**config.mk**
```make
export PLATFORM = sky130hd
export DESIGN_NAME = alu_req_arbiter_flat
export DESIGN_NICKNAME = d
export VERILOG_FILES = /design/src/rtl/alu_req_arbiter_if.sv /design/src/rtl/alu_req_arbiter.sv /design/src/flat_wrapper.sv
export SDC_FILE = /design/constraint.sdc
export NUM_CORES = 1
export LEC_CHECK = 0
export ABC_AREA = 1
export CAP_MARGIN = 40
export CORE_UTILIZATION = 45
export CTS_CLUSTER_SIZE = 30
export DETAILED_ROUTE_END_ITERATION = 16
export GPL_ROUTABILITY_DRIVEN = 1
export PLACE_DENSITY = 0.84
export SLEW_MARGIN = 40
export SYNTH_ARGS = -nofsm -noshare
export SYNTH_HDL_FRONTEND = slang
export SYNTH_SLANG_ARGS = --single-unit
```
**constraint.sdc**
```tcl
create_clock -name clk -period 2.8 [get_ports clk]
set_input_delay 0.56 -clock clk [delete_from_list [all_inputs] [get_ports clk]]
set_output_delay 0.56 -clock clk [all_outputs]
set_load 0.03 [all_outputs]
```
**src/rtl/alu_req_arbiter_if.sv**
```systemverilog
// Bundle of the requester handshakes, the shared ALU port and the response bus.
// The arbiter uses the master view; requesters and ALU see the slave view.
interface alu_req_arbiter_if #(
    parameter int WIDTH = 16,
    parameter int FUN_W = 4
);
    logic               req0_valid;
    logic [WIDTH-1:0]   req0_A;
    logic [WIDTH-1:0]   req0_B;
    logic [FUN_W-1:0]   req0_fun;
    logic               req0_ready;

    logic               req1_valid;
    logic [WIDTH-1:0]   req1_A;
    logic [WIDTH-1:0]   req1_B;
    logic [FUN_W-1:0]   req1_fun;
    logic               req1_ready;

    logic [WIDTH-1:0]   ALU_A;
    logic [WIDTH-1:0]   ALU_B;
    logic [FUN_W-1:0]   ALU_FUN;
    logic               ALU_EN;
    logic [2*WIDTH-1:0] ALU_OUT;
    logic               ALU_VALID;

    logic [2*WIDTH-1:0] rsp_data;
    logic               rsp_err;
    logic               rsp0_valid;
    logic               rsp1_valid;

    modport master (
        input  req0_valid, req0_A, req0_B, req0_fun,
        output req0_ready,
        input  req1_valid, req1_A, req1_B, req1_fun,
        output req1_ready,
        output ALU_A, ALU_B, ALU_FUN, ALU_EN,
        input  ALU_OUT, ALU_VALID,
        output rsp_data, rsp_err, rsp0_valid, rsp1_valid
    );

    modport slave (
        output req0_valid, req0_A, req0_B, req0_fun,
        input  req0_ready,
        output req1_valid, req1_A, req1_B, req1_fun,
        input  req1_ready,
        input  ALU_A, ALU_B, ALU_FUN, ALU_EN,
        output ALU_OUT, ALU_VALID,
        input  rsp_data, rsp_err, rsp0_valid, rsp1_valid
    );
endinterface

```
**src/rtl/alu_req_arbiter.sv**
```systemverilog
// Round-robin arbiter sharing one registered ALU between two requesters,
// with a watchdog that turns a missing ALU_VALID into an error response.
module alu_req_arbiter #(
    parameter int WIDTH   = 16,
    parameter int FUN_W   = 4,
    parameter int TIMEOUT = 8
) (
    input logic               clk,
    input logic               RST,
    alu_req_arbiter_if.master bus
);
    localparam logic [1:0] IDLE  = 2'd0;
    localparam logic [1:0] ISSUE = 2'd1;
    localparam logic [1:0] WAIT  = 2'd2;
    localparam logic [1:0] RESP  = 2'd3;

    localparam int CNT_W = $clog2(TIMEOUT);
    localparam logic [CNT_W-1:0] CNT_LAST = CNT_W'(TIMEOUT - 1);

    logic [1:0]         state;
    logic               ptr;
    logic               owner;
    logic [WIDTH-1:0]   op_a;
    logic [WIDTH-1:0]   op_b;
    logic [FUN_W-1:0]   op_fun;
    logic [CNT_W-1:0]   cnt;
    logic [2*WIDTH-1:0] rsp_data_q;
    logic               rsp_err_q;
    logic               grant0;
    logic               grant1;
    logic               ops_on;

    // ptr = 1 means req1 is preferred when both requesters are valid
    always_comb begin
        grant0 = 1'b0;
        grant1 = 1'b0;
        if (state == IDLE && RST) begin
            grant0 = bus.req0_valid && (!bus.req1_valid || !ptr);
            grant1 = bus.req1_valid && (!bus.req0_valid || ptr);
        end
    end

    assign ops_on = (state == ISSUE) || (state == WAIT);

    assign bus.req0_ready = grant0;
    assign bus.req1_ready = grant1;
    assign bus.ALU_A      = ops_on ? op_a : '0;
    assign bus.ALU_B      = ops_on ? op_b : '0;
    assign bus.ALU_FUN    = ops_on ? op_fun : '0;
    assign bus.ALU_EN     = (state == ISSUE);
    assign bus.rsp_data   = rsp_data_q;
    assign bus.rsp_err    = rsp_err_q;
    assign bus.rsp0_valid = (state == RESP) && !owner;
    assign bus.rsp1_valid = (state == RESP) && owner;

    always_ff @(posedge clk or negedge RST) begin
        if (!RST) begin
            state      <= IDLE;
            ptr        <= 1'b0;
            owner      <= 1'b0;
            op_a       <= '0;
            op_b       <= '0;
            op_fun     <= '0;
            cnt        <= '0;
            rsp_data_q <= '0;
            rsp_err_q  <= 1'b0;
        end else begin
            case (state)
                IDLE: begin
                    if (grant0 || grant1) begin
                        owner  <= grant1;
                        ptr    <= grant0;
                        op_a   <= grant1 ? bus.req1_A   : bus.req0_A;
                        op_b   <= grant1 ? bus.req1_B   : bus.req0_B;
                        op_fun <= grant1 ? bus.req1_fun : bus.req0_fun;
                        state  <= ISSUE;
                    end
                end
                ISSUE: begin
                    cnt   <= '0;
                    state <= WAIT;
                end
                WAIT: begin
                    cnt <= cnt + CNT_W'(1);
                    // a result on the final watchdog cycle still counts as success
                    if (bus.ALU_VALID) begin
                        rsp_data_q <= bus.ALU_OUT;
                        rsp_err_q  <= 1'b0;
                        state      <= RESP;
                    end else if (cnt == CNT_LAST) begin
                        rsp_data_q <= '0;
                        rsp_err_q  <= 1'b1;
                        state      <= RESP;
                    end
                end
                RESP: begin
                    state <= IDLE;
                end
                default: begin
                    state <= IDLE;
                end
            endcase
        end
    end
endmodule

```
**src/flat_wrapper.sv**
```systemverilog
// flat-port wrapper written by rule: the top's interface ports become plain ports
module alu_req_arbiter_flat 
#(
    parameter int WIDTH   = 16,
    parameter int FUN_W   = 4,
    parameter int TIMEOUT = 8
)
  (clk, RST, bus_req0_valid, bus_req0_A, bus_req0_B, bus_req0_fun, bus_req0_ready, bus_req1_valid, bus_req1_A, bus_req1_B, bus_req1_fun, bus_req1_ready, bus_ALU_A, bus_ALU_B, bus_ALU_FUN, bus_ALU_EN, bus_ALU_OUT, bus_ALU_VALID, bus_rsp_data, bus_rsp_err, bus_rsp0_valid, bus_rsp1_valid);
  alu_req_arbiter_if #(.WIDTH(WIDTH), .FUN_W(FUN_W)) bus_i ();
  input logic clk;
  input logic RST;
  input wire logic [$bits(bus_i.req0_valid)-1:0] bus_req0_valid;
  input wire logic [$bits(bus_i.req0_A)-1:0] bus_req0_A;
  input wire logic [$bits(bus_i.req0_B)-1:0] bus_req0_B;
  input wire logic [$bits(bus_i.req0_fun)-1:0] bus_req0_fun;
  output wire logic [$bits(bus_i.req0_ready)-1:0] bus_req0_ready;
  input wire logic [$bits(bus_i.req1_valid)-1:0] bus_req1_valid;
  input wire logic [$bits(bus_i.req1_A)-1:0] bus_req1_A;
  input wire logic [$bits(bus_i.req1_B)-1:0] bus_req1_B;
  input wire logic [$bits(bus_i.req1_fun)-1:0] bus_req1_fun;
  output wire logic [$bits(bus_i.req1_ready)-1:0] bus_req1_ready;
  output wire logic [$bits(bus_i.ALU_A)-1:0] bus_ALU_A;
  output wire logic [$bits(bus_i.ALU_B)-1:0] bus_ALU_B;
  output wire logic [$bits(bus_i.ALU_FUN)-1:0] bus_ALU_FUN;
  output wire logic [$bits(bus_i.ALU_EN)-1:0] bus_ALU_EN;
  input wire logic [$bits(bus_i.ALU_OUT)-1:0] bus_ALU_OUT;
  input wire logic [$bits(bus_i.ALU_VALID)-1:0] bus_ALU_VALID;
  output wire logic [$bits(bus_i.rsp_data)-1:0] bus_rsp_data;
  output wire logic [$bits(bus_i.rsp_err)-1:0] bus_rsp_err;
  output wire logic [$bits(bus_i.rsp0_valid)-1:0] bus_rsp0_valid;
  output wire logic [$bits(bus_i.rsp1_valid)-1:0] bus_rsp1_valid;
  assign bus_i.req0_valid = bus_req0_valid;
  assign bus_i.req0_A = bus_req0_A;
  assign bus_i.req0_B = bus_req0_B;
  assign bus_i.req0_fun = bus_req0_fun;
  assign bus_req0_ready = bus_i.req0_ready;
  assign bus_i.req1_valid = bus_req1_valid;
  assign bus_i.req1_A = bus_req1_A;
  assign bus_i.req1_B = bus_req1_B;
  assign bus_i.req1_fun = bus_req1_fun;
  assign bus_req1_ready = bus_i.req1_ready;
  assign bus_ALU_A = bus_i.ALU_A;
  assign bus_ALU_B = bus_i.ALU_B;
  assign bus_ALU_FUN = bus_i.ALU_FUN;
  assign bus_ALU_EN = bus_i.ALU_EN;
  assign bus_i.ALU_OUT = bus_ALU_OUT;
  assign bus_i.ALU_VALID = bus_ALU_VALID;
  assign bus_rsp_data = bus_i.rsp_data;
  assign bus_rsp_err = bus_i.rsp_err;
  assign bus_rsp0_valid = bus_i.rsp0_valid;
  assign bus_rsp1_valid = bus_i.rsp1_valid;
  alu_req_arbiter #(.WIDTH(WIDTH), .FUN_W(FUN_W), .TIMEOUT(TIMEOUT)) u_core (.clk(clk), .RST(RST), .bus(bus_i));
endmodule
```
==> summary.txt <==
Critical path
  – Critical Path Source Type: register
  – Critical Path AT: 1730 ps
  – Worst Path Max Fanout: 22
  – Worst Path Required: 2240 ps
  – Setup Crit Path Kind: register to output pin
  – Worst setup EP type: output pin
  – Reg2Reg Depth: 7

Logic synthesis
  – Mux share of post-synthesis cell area: 0%
  – Syn_nets: 664
  – Post-synthesis simple-gate area fraction: 39.7%
  – EDFF count, synth: 0
  – Yosys reg bits: 76
  – Yosys warnings: 0
  – Top-area cell type share of the netlist area: 48.3%
  – Area contributors post-synth: dfrtp_1 (48%), nand2_1 (25%), nand3_1 (14%)
  – Synthesized-area fraction occupied by adder cells: 2.22%
  – Asr flop ratio synth: 100%
  – Compound-cell area share of the yosys netlist: 1.05%
  – Mapped Area: 3940 µm²
  – Mapped Cells: 548
  – Top-count cell post-synth: nand2_1
  – Post-Synth XOR/XNOR Area: 0%
  – Post-synthesis sequential area ratio: 48.3%
  – Largest family of logic cells by synthesized area: simple AND/OR/NAND/NOR gates
  – Synth Flop Type: dfrtp_1
  – Post-synth cell types: 16
  – Syn_area_per_cell: 7.19 µm²
  – Synth area leader: dfrtp_1
  – Commonest cells post-synth: nand2_1 (260), nand3_1 (110), dfrtp_1 (76)

Timing
  – Period utilisation layout: 81.9%
  – Slew margin rel.: 55.2%
  – Worst Skew: 6.73 ps
  – Slew Limit Fails: 0
  – Final min period: 2290 ps
  – RSZ-0062 raised after global routing: false
  – FMAX: 436 MHz
  – Final setup violation count: 0
  – Worst-Margin Slew: 672 ps
  – TNS Setup: 0 ps
  – Fin. Hold Viols: 0

GRT
  – Vias in the first global route: 3,907
  – Total Routing Usage GR: 25.0%
  – Global route overflow: 0
  – Largest net degree at the start of global routing: 77
  – Global-route wire length before repair: 17,600 µm
  – Antenna violations before repair: 0

Worst hold path
  – Hold Crit Class: input port to async pin

Route
  – DRT Pass-1 Iters: 4
  – Initial drt markers: 176
  – DR WL/cell: 13.3 µm
  – DRC Markers: 0
  – DR vias: 4,102
  – Routed Antenna Nets: 0
  – WL final: 11,000 µm
  – Drt via density: 4.95

Finish
  – Share of cells above drive strength 1: 10.1%
  – Number of nets in the layout: 834
  – Multi-input logic area: 1690 µm²
  – Fillers: 679
  – N_diodes: 0
  – Non-Filler Instances: 828
  – Area occupied by registers: 1900 µm²
  – Area Growth Syn to Fin: 50.9%

Clocking
  – CTS tree: built
  – Post-CTS resize count: 0
  – Clock root buffer: clkbuf_8
  – Clock transition at the registers of the reported paths: 80 ps
  – Post-CTS Setup Inserts: 0
  – Hold-fix buffers at CTS: 0
  – Clock sinks: 76
  – Maximum clock path buffer count: 2
  – H-tree Lvls: 3
  – Worst-skew pair later-pin latency: 340 ps
  – CTS buffer count: 9

Die
  – DIE HEIGHT: 95.6 µm
  – Io pins: 183
  – Initial core utilization: 47.2%
  – Chip width: 95.6 µm
  – Die area: 9130 µm²
  – Placeable Area: 8340 µm²
  – Row Count: 33

Placement
  – Gpl congestion: 0.803
  – Placed Instances: 812
  – DPL Wire Length: 7970 µm
  – Port Buffers: 182

Power and ir drop
  – Power per Cell Area: 1120 nW/µm²
  – LEAKAGE: 3.32 nW
  – Peak VDD IR: 0.529 mV

Run status
  – Status: completed

Run
  – Max cap viols: 0
final timing paths:
| kind | end | slack (ps) | start |
|---|---|---|---|
| worst min register to register | u_core.bus.rsp_data[22]$_DFFE_PN0P_ | 470 | u_core.bus.rsp_data[22]$_DFFE_PN0P_ |
| worst min-delay path | u_core.bus.rsp_data[0]$_DFFE_PN0P_ | 380 | RST |
| max in group asynchronous | u_core.op_b[14]$_DFFE_PN0P_ | 1970 | RST |
| worst max-delay path | bus_ALU_A[7] | 510 | u_core.state[0]$_DFFE_PN0P_ |
| worst max register to register | u_core.op_a[5]$_DFFE_PN0P_ | 780 | u_core.state[0]$_DFFE_PN0P_ |
| min in group clk | u_core.bus.rsp_data[22]$_DFFE_PN0P_ | 470 | u_core.bus.rsp_data[22]$_DFFE_PN0P_ |
cell type report:
class / count / area share, %
inverter: 45 / 2.84
multi-input combinational: 390 / 28.5
timing repair buffer: 196 / 30.8
clock inverter: 6 / 1.49
sequential: 76 / 32.0
clock buffer: 10 / 2.15
tap: 105 / 2.21
flip-flops by register name (all words and copies together), names as in the netlist:
signal	flops
u_core.ptr	1
u_core.bus.rsp_err	1
u_core.state	2
u_core.op_a	16
u_core.op_fun	4
u_core.op_b	16
u_core.cnt	3
u_core.owner	1
u_core.bus.rsp_data	32
routing by layer:
layer  GRT usage (%)  wire length (µm)
met1            30.2              4600
met2            43.3              5220
met3            7.34              1060
met4            6.72               101
met5               0                 0
worst max-delay path, stage by stage, from the launching register on:
cell     delay (ps)
dfrtp_1         400
inv_1           100
ha_1            300
buf_4           250
nand2_1         110
inv_1            70
buf_4           160
placed cells by master, fill, tap and decap left out:
master,n
a21oi_1,2
buf_4,52
buf_6,1
bufinv_16,2
clkbuf_1,1
clkbuf_8,9
clkdlybuf4s50_1,143
clkinv_2,1
clkinv_4,1
clkinvlp_4,2
dfrtp_1,76
ha_1,7
inv_1,45
nand2_1,260
nand2_2,2
nand3_1,110
nor2_1,2
nor2_4,1
o21ai_0,3
o21ai_2,1
o21bai_1,1
or2_2,1
kinds of logic after synthesis:
| kind of cell | after synthesis |
|---|---|
| adders and majority gates | 7 |
| buffers and inverters | 82 |
| AOI/OAI and AO/OA | 7 |
| DFF | 76 |
| and+or+nand+nor | 376 |
power by group:
| group | leakage (nW) | switching, W | internal (W) |
|---|---|---|---|
| Combinational | 2.26 | 0.00243 | 0.00144 |
| Sequential | 0.953 | 0.000280 | 0.00160 |
| Clock | 0.102 | 0.000403 | 0.000502 |
| Total | 3.32 | 0.00312 | 0.00354 |
per-stage QoR:
stage | area, µm² | power (W) | setup slack (ps) | util (%) | hold WS, ps
after global placement | 5720 | 0.00568 | 631 | 68.6 | 453
after detailed placement | 5730 | 0.00579 | 528 | 68.7 | 459
final | 5940 | 0.00666 | 507 | 71.3 | 381
after global routing | 5940 | 0.00715 | 371 | 71.3 | 428
after floorplan | 3940 | 0.00427 | 772 | - | 264
after CTS | 5940 | 0.00671 | 490 | 71.3 | 394
Power figures use the tool's default switching activity.
